$ cat src/rtl/psnoc_pkg.sv
// Shared PSNoC types and helpers for the crossbar allocator.
// Provides the allocator state encoding and the flit-slice offset helper.
package psnoc_pkg;

    typedef enum logic {
        IDLE   = 1'b0,
        LOCKED = 1'b1
    } state_t;

    // Bit offset of input idx inside a packed flit bus
    function automatic int flit_lsb(input int idx, input int width);
        return idx * width;
    endfunction

endpackage

$ cat src/rtl/p_arbiter.sv
// Combinational fixed-priority arbiter: lowest-index request wins.
// Ports: reqs (request vector), grants (one-hot or zero grant).
module p_arbiter #(
    parameter int WORD_WIDTH = 4
) (
    input  logic [WORD_WIDTH-1:0] reqs,
    output logic [WORD_WIDTH-1:0] grants
);

    // Two's complement isolates the lowest set bit
    assign grants = reqs & (-reqs);

endmodule

$ cat src/rtl/xbar_out_alloc.sv
// Per-output round-robin, packet-locked allocator with registered output.
// Ports: clk, rst_n, in_valid/in_last/in_data/in_ready (per input),
//        out_valid/out_last/out_data/out_ready (output), owner (lock holder).
module xbar_out_alloc
    import psnoc_pkg::*;
#(
    parameter int NUM_IN     = 4,
    parameter int DATA_WIDTH = 64
) (
    input  logic                         clk,
    input  logic                         rst_n,
    input  logic [NUM_IN-1:0]            in_valid,
    input  logic [NUM_IN-1:0]            in_last,
    input  logic [NUM_IN*DATA_WIDTH-1:0] in_data,
    output logic [NUM_IN-1:0]            in_ready,
    output logic                         out_valid,
    output logic                         out_last,
    output logic [DATA_WIDTH-1:0]        out_data,
    input  logic                         out_ready,
    output logic [NUM_IN-1:0]            owner
);

    localparam int IW = $clog2(NUM_IN);

    state_t                state_q, state_nx;
    logic [NUM_IN-1:0]     owner_q, owner_nx;
    logic [IW-1:0]         ptr_q, ptr_nx;
    logic [IW-1:0]         owner_idx;
    logic [NUM_IN-1:0]     mask;
    logic [NUM_IN-1:0]     masked;
    logic [NUM_IN-1:0]     hi, lo, win;
    logic [DATA_WIDTH-1:0] sel_data;
    logic                  sel_last;
    logic                  xfer;
    logic                  xfer_last;

    // Requests strictly above the last winner get first chance
    always_comb begin
        mask = '0;
        for (int i = 0; i < NUM_IN; i++) begin
            mask[i] = (i > int'(ptr_q));
        end
    end

    assign masked = in_valid & mask;

    p_arbiter #(.WORD_WIDTH(NUM_IN)) u_arb_hi (
        .reqs   (masked),
        .grants (hi)
    );

    p_arbiter #(.WORD_WIDTH(NUM_IN)) u_arb_lo (
        .reqs   (in_valid),
        .grants (lo)
    );

    assign win = (|masked) ? hi : lo;

    // Owner mux and one-hot to index
    always_comb begin
        sel_data  = '0;
        sel_last  = 1'b0;
        owner_idx = '0;
        for (int i = 0; i < NUM_IN; i++) begin
            if (owner_q[i]) begin
                sel_data  = in_data[flit_lsb(i, DATA_WIDTH) +: DATA_WIDTH];
                sel_last  = in_last[i];
                owner_idx = IW'(i);
            end
        end
    end

    assign in_ready = (state_q == LOCKED)
                    ? (owner_q & {NUM_IN{~out_valid | out_ready}})
                    : '0;

    assign xfer      = |(owner_q & in_valid & in_ready);
    assign xfer_last = xfer & sel_last;

    always_comb begin
        state_nx = state_q;
        owner_nx = owner_q;
        ptr_nx   = ptr_q;
        unique case (state_q)
            IDLE: begin
                if (|win) begin
                    owner_nx = win;
                    state_nx = LOCKED;
                end
            end
            LOCKED: begin
                if (xfer_last) begin
                    ptr_nx   = owner_idx;
                    owner_nx = '0;
                    state_nx = IDLE;
                end
            end
            default: begin
                state_nx = IDLE;
                owner_nx = '0;
            end
        endcase
    end

    always_ff @(posedge clk or negedge rst_n) begin
        if (!rst_n) begin
            state_q <= IDLE;
            owner_q <= '0;
            ptr_q   <= IW'(NUM_IN - 1);
        end else begin
            state_q <= state_nx;
            owner_q <= owner_nx;
            ptr_q   <= ptr_nx;
        end
    end

    // Output register: load wins over drain so back-to-back flits flow
    always_ff @(posedge clk or negedge rst_n) begin
        if (!rst_n) begin
            out_valid <= 1'b0;
            out_last  <= 1'b0;
            out_data  <= '0;
        end else if (xfer) begin
            out_valid <= 1'b1;
            out_last  <= sel_last;
            out_data  <= sel_data;
        end else if (out_ready) begin
            out_valid <= 1'b0;
        end
    end

    assign owner = owner_q;

endmodule

$ cat config.mk
export PLATFORM = sky130hd
export DESIGN_NAME = xbar_out_alloc
export DESIGN_NICKNAME = d
export VERILOG_FILES = /design/src/rtl/psnoc_pkg.sv /design/src/rtl/p_arbiter.sv /design/src/rtl/xbar_out_alloc.sv
export SDC_FILE = /design/constraint.sdc
export NUM_CORES = 1
export LEC_CHECK = 0
export ABC_AREA = 1
export BUFFER_PORTS_ARGS = -buffer_cell sky130_fd_sc_hd__buf_2
export CAP_MARGIN = 10
export CORE_AREA = 2 2 133 135
export CTS_BUF_LIST = sky130_fd_sc_hd__clkbuf_16
export CTS_CLUSTER_DIAMETER = 60
export DETAILED_ROUTE_END_ITERATION = 6
export DIE_AREA = 0 0 135 137
export SLEW_MARGIN = 20
export SYNTH_ARGS = -nofsm -noshare
export SYNTH_HDL_FRONTEND = slang
export SYNTH_SLANG_ARGS = --single-unit
$ cat constraint.sdc
create_clock -name clk -period 3.2 [get_ports clk]
set_input_delay 0 -clock clk [delete_from_list [all_inputs] [get_ports clk]]
set_output_delay 0 -clock clk [all_outputs]
set_load 0.02 [all_outputs]
==> flow_metrics.env <==
export IMPL_status="finished clean"
export IMPL_synth_nets=930
export IMPL_cts_root_buffer_cell="clkbuf_16"
export IMPL_hold_viol=0
export IMPL_drc=0
export IMPL_dominantRegCellSynth="dfrtp_1"
export IMPL_arrival_ns=2.99
export IMPL_p_per_area_nw_per_um2=933
export IMPL_pwr_share_comb=0.632
export IMPL_place_gp_congestion=0.847
export IMPL_layout_min_cycle_time_ns=2.72
export IMPL_cp_data_required_time_ns=3.47
export IMPL_diodes=0
export IMPL_period_share=0.849
export IMPL_synth_top_cell_by_area="dfrtp_1"
export IMPL_yosys_warnings=0
export IMPL_seq_area_frac_synth=0.396
export IMPL_pwr_share_clk=0.132
export IMPL_grt_usage=0.206
export IMPL_max_freq_ghz=0.368
export IMPL_synth_edf_count=0
export IMPL_synthTopCellsByArea="dfrtp_1, nand2_1, a31oi_1, nand3_1, nor2_1"
export IMPL_drive_above_1_share=0.348
export IMPL_vias=6297
export IMPL_grt_pass1_wl_um=30000
export IMPL_power_w=0.00733
export IMPL_power_internal_w=0.00403
export IMPL_fin_setup_tns_ns=0
export IMPL_nNetsFinal=1350
export IMPL_synthArstFlopShare=1.00
export IMPL_tritoncts="yes"
export IMPL_syn_area_um2=4620
export IMPL_cts_path_max_buffers=2
export IMPL_hold_path_class="input port to flip-flop"
export IMPL_vias_per_cell=4.80
export IMPL_max_cap_violations=0
export IMPL_post_place_ws_ns=1.01
export IMPL_std_cell_rows=48
export IMPL_path_max_fanout=36
export IMPL_clk_latency_ns=0.33
export IMPL_clk_pin_slew_worst_paths_ns=0.06
export IMPL_die_area_um2=18500
export IMPL_die_height_um=137
export IMPL_ant_nets=0
export IMPL_start_util=0.271
export IMPL_finish_utilization=0.461
export IMPL_numClockSinks=73
export IMPL_ys_ff_latch=73
export IMPL_p_sw_frac=0.450
export IMPL_p_leak_nw=3.99
export IMPL_finalSetupViolations=0
export IMPL_wl_um=19700
export IMPL_cts_resized=0
export IMPL_core_um2=17100
export IMPL_post_synth_top_count_cell="nand2_1"
export IMPL_synthTopCellsByCount="nand2_1, a31oi_1, nand3_1, dfrtp_1, nor2_1"
export IMPL_grt_max_degree=73
export IMPL_rsz0062_at_grt="false"
export IMPL_p_sw_w=0.00330
export IMPL_worstSetupEndpointType="flip-flop"
export IMPL_grt_pass1_vias=6138
export IMPL_cts_made_buffers=9
export IMPL_area_growth_synth_to_final_pct=69.9
export IMPL_cp_start_kind="flip-flop"
export IMPL_slew_headroom=0.524
export IMPL_final_max_slew_viol_count=0
export IMPL_port_buffer_count=340
export IMPL_hpwl_um=14000
export IMPL_antenna_found_initial=0
export IMPL_syn_inst=663
export IMPL_avgSynthCellArea_um2=6.97
export IMPL_first_iter_violations=283
export IMPL_critPathKind="flip-flop to flip-flop"
export IMPL_die_w_um=135
export IMPL_wl_per_cell_um=15.0
export IMPL_skew_ns=0.00833
export IMPL_firstDrtPassIters=5
export IMPL_power_frac_seq=0.236
export IMPL_ir_drop_mv=0.349
export IMPL_synth_top_area_frac=0.384
export IMPL_layout_setup_ws_ns=0.483
export IMPL_io_pins=341
export IMPL_ctsHtreeMaxLevel=3
export IMPL_synthDistinctLibCells=27
export IMPL_grt_overflow=0
export IMPL_tightest_slew_ns=0.714
final cells by class:
cell class | count | area [µm²]
inverters | 13 | 53.8
clock inverters | 7 | 55.1
well taps | 225 | 282
fillers | 1753 | 9200
multi-input cells | 521 | 2450
clock buffers | 9 | 225
flip-flops and latches | 73 | 1830
repair buffers | 465 | 2960
critical path: stages (launching register included):
cell,delay [ns]
dfrtp_2,0.82
nand2_2,0.10
nand3b_4,0.19
nand2_4,0.10
nor2_8,0.05
inv_4,0.25
buf_4,0.34
nor2_1,0.07
a31oi_1,0.13
dlygate4sd3_1,0.57
layout by cell type, fill, tap and decap left out, types with 2 or more instances in the layout:
cell type / Yosys / final
buf_2: 24 / 339
nand2_1: 216 / 216
dlygate4sd3_1: 0 / 113
a31oi_1: 104 / 104
nand3_1: 90 / 90
dfrtp_1: 71 / 69
nor2_1: 66 / 66
a21oi_1: 13 / 13
inv_1: 11 / 12
buf_4: 1 / 10
o21ai_1: 9 / 9
clkbuf_16: 0 / 9
nand4_1: 6 / 6
o21ai_0: 6 / 6
buf_12: 0 / 3
nand2_2: 2 / 2
inv_2: 1 / 2
nor3_1: 2 / 2
inv_4: 1 / 2
clkinv_2: 0 / 2
dfrtp_2: 0 / 2
dfstp_2: 2 / 2
sequential cells by signal (all words and copies together), names as in the netlist:
name / count
out_data: 64
owner: 4
ptr_q: 2
out_last: 1
out_valid: 1
state_q: 1
power groups by stage:
stage,Clock [W],Sequential [W],Combinational (W)
floorplan,0,0.00215,0.00217
global placement,0,0.00173,0.00368
detailed placement,0,0.00174,0.00374
CTS,0.00101,0.00173,0.00462
global route,0.00103,0.00179,0.00509
finish,0.000971,0.00173,0.00463
cell families (layout without fill, tap and decap cells):
group	after synthesis	in the layout	synth area share
AO/OA/AOI/OAI	133	133	0.172
buffers and inverters	69	494	0.0752
AND/OR/NAND/NOR	388	388	0.357
flip-flops	73	73	0.396
metal layers:
metal	global-route usage	wire [µm]	vias up
li1	-	-	3124
met1	0.234	7700	2856
met2	0.379	9810	282
met3	0.0433	1620	35
met4	0.0828	547	0
met5	0	0	-
worst paths after layout:
kind                               from            to  slack (ns)  depth (start not counted)
max                            owner[2]  out_data[25]        0.48                          9
min                         in_data[96]  out_data[32]        0.01                          3
max reg2reg                    owner[2]  out_data[25]        0.48                          9
min reg2reg                out_data[21]  out_data[21]        0.48                          2
max in group asynchronous         rst_n  out_data[51]        2.13                          3
min in group asynchronous         rst_n  out_data[16]        0.21                          2
what timing repair did:
item,4_1_cts,5_1_grt
hold buffers,113,0
endpoints found under the hold margin,110,0
buffers inserted,0,0
per-stage QoR:
step,instances,instance area (µm²),hold WS [ns]
after floorplan,663,4620,-0.296
after global placement,1184,6440,0.0779
after detailed placement,1184,6440,0.0686
after CTS,1313,7860,0.000752
after global routing,1313,7860,0.0363
final,1313,7860,0.00962
Power figures use the tool's default switching activity.
